===== src/rtl/logic_unit_pipe.sv =====
// logic_unit_pipe: registered bitwise logic unit with multi-beat reduce.
// One output register behind a valid/ready handshake.
module logic_unit_pipe #(
    parameter int unsigned WIDTH = 32,
    parameter int unsigned CNT_W = 8
) (
    input  logic             clk_i,
    input  logic             rst_ni,
    input  logic             in_valid_i,
    output logic             in_ready_o,
    input  logic [3:0]       op_i,
    input  logic [WIDTH-1:0] a_i,
    input  logic [WIDTH-1:0] b_i,
    input  logic             last_i,
    output logic             out_valid_o,
    input  logic             out_ready_i,
    output logic [WIDTH-1:0] result_o,
    output logic             zero_o,
    output logic [CNT_W-1:0] beats_o,
    output logic             err_o
);

    typedef enum logic {
        IDLE,
        ACCUM
    } state_t;

    state_t           state_q, state_d;
    logic [3:0]       acc_op_q, acc_op_d;
    logic [WIDTH-1:0] acc_q, acc_d;
    logic [CNT_W-1:0] cnt_q, cnt_d, cnt_inc;
    logic [WIDTH-1:0] res_q, res_d;
    logic [CNT_W-1:0] beats_q, beats_d;
    logic             valid_q, valid_d;
    logic             zero_q, zero_d;
    logic             err_q, err_d;
    logic [WIDTH-1:0] op_res, fold_res;
    logic             accept, consume, is_acc, is_ill;

    assign in_ready_o  = ~valid_q | out_ready_i;
    assign accept      = in_valid_i & in_ready_o;
    assign consume     = valid_q & out_ready_i;
    assign is_acc      = (op_i >= 4'd8) && (op_i <= 4'd10);
    assign is_ill      = (op_i > 4'd10);
    assign cnt_inc     = (&cnt_q) ? cnt_q : cnt_q + CNT_W'(1);

    assign out_valid_o = valid_q;
    assign result_o    = res_q;
    assign zero_o      = zero_q;
    assign beats_o     = beats_q;
    assign err_o       = err_q;

    // Two-operand bitwise result for single-beat ops; illegal ops give zero.
    always_comb begin
        op_res = '0;
        case (op_i)
            4'd0: op_res = a_i & b_i;
            4'd1: op_res = a_i | b_i;
            4'd2: op_res = a_i ^ b_i;
            4'd3: op_res = ~(a_i | b_i);
            4'd4: op_res = a_i & ~b_i;
            4'd5: op_res = a_i | ~b_i;
            4'd6: op_res = ~(a_i ^ b_i);
            4'd7: op_res = a_i;
            default: op_res = '0;
        endcase
    end

    // Fold the incoming beat into the accumulator with the latched op.
    always_comb begin
        fold_res = acc_q;
        case (acc_op_q)
            4'd8:  fold_res = acc_q & a_i;
            4'd9:  fold_res = acc_q | a_i;
            4'd10: fold_res = acc_q ^ a_i;
            default: fold_res = acc_q;
        endcase
    end

    // Next-state and output-register update for the IDLE/ACCUM controller.
    always_comb begin
        state_d  = state_q;
        acc_op_d = acc_op_q;
        acc_d    = acc_q;
        cnt_d    = cnt_q;
        valid_d  = consume ? 1'b0 : valid_q;
        res_d    = res_q;
        beats_d  = beats_q;
        err_d    = err_q;
        if (accept) begin
            unique case (state_q)
                IDLE: begin
                    if (is_acc) begin
                        acc_op_d = op_i;
                        acc_d    = a_i;
                        cnt_d    = CNT_W'(1);
                        if (last_i) begin
                            valid_d = 1'b1;
                            res_d   = a_i;
                            beats_d = CNT_W'(1);
                            err_d   = 1'b0;
                        end else begin
                            state_d = ACCUM;
                        end
                    end else begin
                        valid_d = 1'b1;
                        res_d   = op_res;
                        beats_d = CNT_W'(1);
                        err_d   = is_ill;
                    end
                end
                ACCUM: begin
                    acc_d = fold_res;
                    cnt_d = cnt_inc;
                    if (last_i) begin
                        valid_d = 1'b1;
                        res_d   = fold_res;
                        beats_d = cnt_inc;
                        err_d   = 1'b0;
                        state_d = IDLE;
                    end
                end
            endcase
        end
        zero_d = (res_d == '0);
    end

    // State and output registers, cleared asynchronously.
    always_ff @(posedge clk_i or negedge rst_ni) begin
        if (!rst_ni) begin
            state_q  <= IDLE;
            acc_op_q <= '0;
            acc_q    <= '0;
            cnt_q    <= '0;
            valid_q  <= 1'b0;
            res_q    <= '0;
            zero_q   <= 1'b1;
            beats_q  <= '0;
            err_q    <= 1'b0;
        end else begin
            state_q  <= state_d;
            acc_op_q <= acc_op_d;
            acc_q    <= acc_d;
            cnt_q    <= cnt_d;
            valid_q  <= valid_d;
            res_q    <= res_d;
            zero_q   <= zero_d;
            beats_q  <= beats_d;
            err_q    <= err_d;
        end
    end

endmodule


===== config.mk =====
export PLATFORM = sky130hd
export DESIGN_NAME = logic_unit_pipe
export DESIGN_NICKNAME = d
export VERILOG_FILES = /design/src/rtl/logic_unit_pipe.sv
export SDC_FILE = /design/constraint.sdc
export NUM_CORES = 1
export LEC_CHECK = 0
export BUFFER_PORTS_ARGS = -buffer_cell sky130_fd_sc_hd__buf_2
export CAP_MARGIN = 20
export CORE_ASPECT_RATIO = 1.4
export CORE_MARGIN = 2
export CORE_UTILIZATION = 56
export CTS_BUF_LIST = sky130_fd_sc_hd__clkbuf_16
export CTS_CLUSTER_DIAMETER = 40
export DETAILED_ROUTE_END_ITERATION = 12
export PLACE_DENSITY = 0.76
export SLEW_MARGIN = 20
export SYNTH_ARGS = -nofsm -noshare
export SYNTH_HDL_FRONTEND = slang
export SYNTH_SLANG_ARGS = --single-unit

===== constraint.sdc =====
create_clock -name clk_i -period 3.2 [get_ports clk_i]
set_input_delay 0.32 -clock clk_i [delete_from_list [all_inputs] [get_ports clk_i]]
set_output_delay 0.32 -clock clk_i [all_outputs]
set_load 0.02 [all_outputs]

==> flow_summary.toml <==
[yosys]
synth.distinct_cells = 74
synth-edff-count = 0
syn_inst = 1226
synth-seq-cells = 88
ys_seq_area_share_pct = 22.4
syn_nets = 1428
syn_area_per_cell_um2 = 8.01
synth_xor_area_share_pct = 5.26
synthAdderAreaFrac_pct = 16.4
syn_area_um2 = 9820
yosys.area_share.simple_pct = 15.5
synth_mux_area_share_pct = 5.99
synth_compound_area_share_pct = 26.4
synth-main-ff-cell = "dfrtp_1"
ys_warn_count = 0
synth_top_family_by_area = "compound AO/OA/AOI/OAI gates"
async_flop_share_pct = 100

[pwr]
total_power_mw = 7.56
power.leakage_nw = 5.28
vdd_drop_max_uv = 333
cellPowerDensity_nw_per_um2 = 674

[floorplan]
die_y_um = 161
die-area_um2 = 18600
die_w_um = 116
floorplan.rows = 57
fp.coreArea_um2 = 17300
initial_core_util_pct = 56.9
io_pins = 117

[setup_path]
cp.required_ns = 3.51
crit_path_end_kind = "flop"
r2r-end = "zero_o$_DFF_PN1_"
worstSetupPathType = "flop to flop"
rr_startpoint = "acc_op_q[0]$_DFFE_PN0P_"
r2r_setup_slack_ns = 0.15
crit_fanout = 64
cp-start-kind = "flop"
reg2regPathDepth = 9
arrival_ns = 3.37

[cts]
cts_setup_buffers = 0
root_buffer = "clkbuf_16"
clk_pin_slew_ns = 0.08
hold_buffers = 0
ctsHtreeMaxLevel = 3
cts_tree = "built"
clock_path_buffers = 2
numCtsBuffers = 9
cts.sinks = 88
clk_latency_ns = 0.37
cts_resized = 0

[cells_and_area]
final_common_cell = "ha_1"
fin_util_pct = 65.0
area_delta_synth_final_pct = 14.3
drive_above_1_share_pct = 18.1
mostFrequentLayoutCells = "ha_1 (129), buf_2 (114), nand2_1 (113)"
antenna_cells = 0
fill_cells = 1558
finalNetCount = 1535

[job]
drv_cap = 0

[drt]
wire_per_inst_um = 24.4
drcViolationCount = 0
vias_per_cell = 6.57
ant_nets = 0
drt_iter0_drc = 1301
dr.pass1.iters = 7
finalWirelength_um = 38400
vias = 10300

[grt]
track_usage_pct = 41.5
overflow = 0
antenna_found_initial = 0
grt_max_degree = 65
grt_pass1_wl_um = 58300
grt_pass1_vias = 9962

[timing]
maxSlewViolCount = 0
fin_crit_ns = 3.05
relSlewSlack_pct = 25.1
setup_tns_ns = 0
grt_setup_unrepaired = "no"
skew_ns = 0.00964
finalHoldViolations = 0
setup_viol = 0
fin_crit_sh_pct = 95.4
fmaxAchievable_mhz = 328
tightest_slew_ns = 1.11

[placement]
io_buffers = 116
detailed_place_hpwl_um = 28400
place_congestion = 1.00

[hold_path]
hold_class = "primary input to asynchronous set/reset pin"

[run_status]
outcome = "completed"
[state kept, by name (all words and copies together) (netlist names)]
| register | cells |
|---|---|
| beats_o | 8 |
| state_q | 1 |
| zero_o | 1 |
| cnt_q | 8 |
| acc_op_q | 4 |
| acc_q | 32 |
| err_o | 1 |
| result_o | 32 |
| out_valid_o | 1 |
[worst max-delay path by stage]
stage                                  from  slack [ns]                to
detailed placement                  op_i[0]        0.18  zero_o$_DFF_PN1_
global placement                    op_i[0]        0.17  zero_o$_DFF_PN1_
CTS                 acc_op_q[0]$_DFFE_PN0P_        0.29  zero_o$_DFF_PN1_
global route        acc_op_q[0]$_DFFE_PN0P_        0.11  zero_o$_DFF_PN1_
floorplan             out_valid_o$_DFF_PN0_        0.66  zero_o$_DFF_PN1_
finish              acc_op_q[0]$_DFFE_PN0P_        0.15  zero_o$_DFF_PN1_
[logic make-up after synthesis]
family,after synthesis
AO/OA/AOI/OAI,385
AND/OR/NAND/NOR,315
buffers and inverters,194
adder cells (fa/ha/maj),129
flip-flops,88
XOR/XNOR,59
multiplexers,56
[layout make-up]
cell class / count / area, um^2 / share of cell area (%)
clock buffer: 9 / 225 / 2.01
clock inverter: 7 / 71.3 / 0.636
inverter: 104 / 390 / 3.48
multi-input combinational: 944 / 6860 / 61.1
sequential: 88 / 2210 / 19.7
tap: 236 / 295 / 2.63
timing repair buffer: 186 / 1170 / 10.5
[cells in the mapped netlist, types with 26 or more instances]
| library cell | instances | share of area [%] |
|---|---|---|
| ha_1 | 129 | 16 |
| nand2_1 | 113 | 4.3 |
| inv_1 | 101 | 3.9 |
| o21ai_0 | 98 | 5.0 |
| dfrtp_1 | 87 | 22 |
| a21oi_1 | 77 | 3.9 |
| nor2_1 | 58 | 2.2 |
| clkbuf_1 | 48 | 1.8 |
| buf_2 | 35 | 1.8 |
| xnor2_1 | 35 | 3.1 |
| mux2i_1 | 34 | 3.5 |
| o211ai_1 | 28 | 2.1 |
| nor3_1 | 27 | 1.4 |
| nand3_1 | 26 | 1.3 |
[worst max-delay path: stages, from the launching register on]
cell and delay [ns]:
dfrtp_2 0.43, buf_12 0.27, nand2b_1 0.39, nor2_1 0.12, a222oi_1 0.34, o21ai_0 0.13, or3b_1 0.45, nor4_1 0.43
and4_1 0.25, and3_1 0.15
[per-stage QoR]
stage,setup WS (ns),cell area (um^2),hold WS (ns),instances
2_1_floorplan,0.661,9820,0.0244,1226
3_3_place_gp,0.168,10900,0.448,1558
3_5_place_dp,0.178,10900,0.463,1558
4_1_cts,0.295,11200,0.0949,1574
5_1_grt,0.111,11200,0.109,1574
6_report,0.148,11200,0.0446,1574
[routing by layer]
layer | part of all wire (%) | vias to the layer above | GRT usage, %
met5 | 0 | - | 0
met3 | 9.9 | 125 | 7.62
met2 | 45 | 642 | 62.8
met4 | 5.4 | 0 | 21.7
li1 | - | 4650 | -
met1 | 40 | 4928 | 56.0
[where the power goes]
| part | switching [mW] | internal, mW |
|---|---|---|
| registers | 0.519 | 1.58 |
| clock network | 0.583 | 0.550 |
| logic | 2.69 | 1.65 |
| total | 3.79 | 3.77 |
Power figures use the tool's default switching activity.
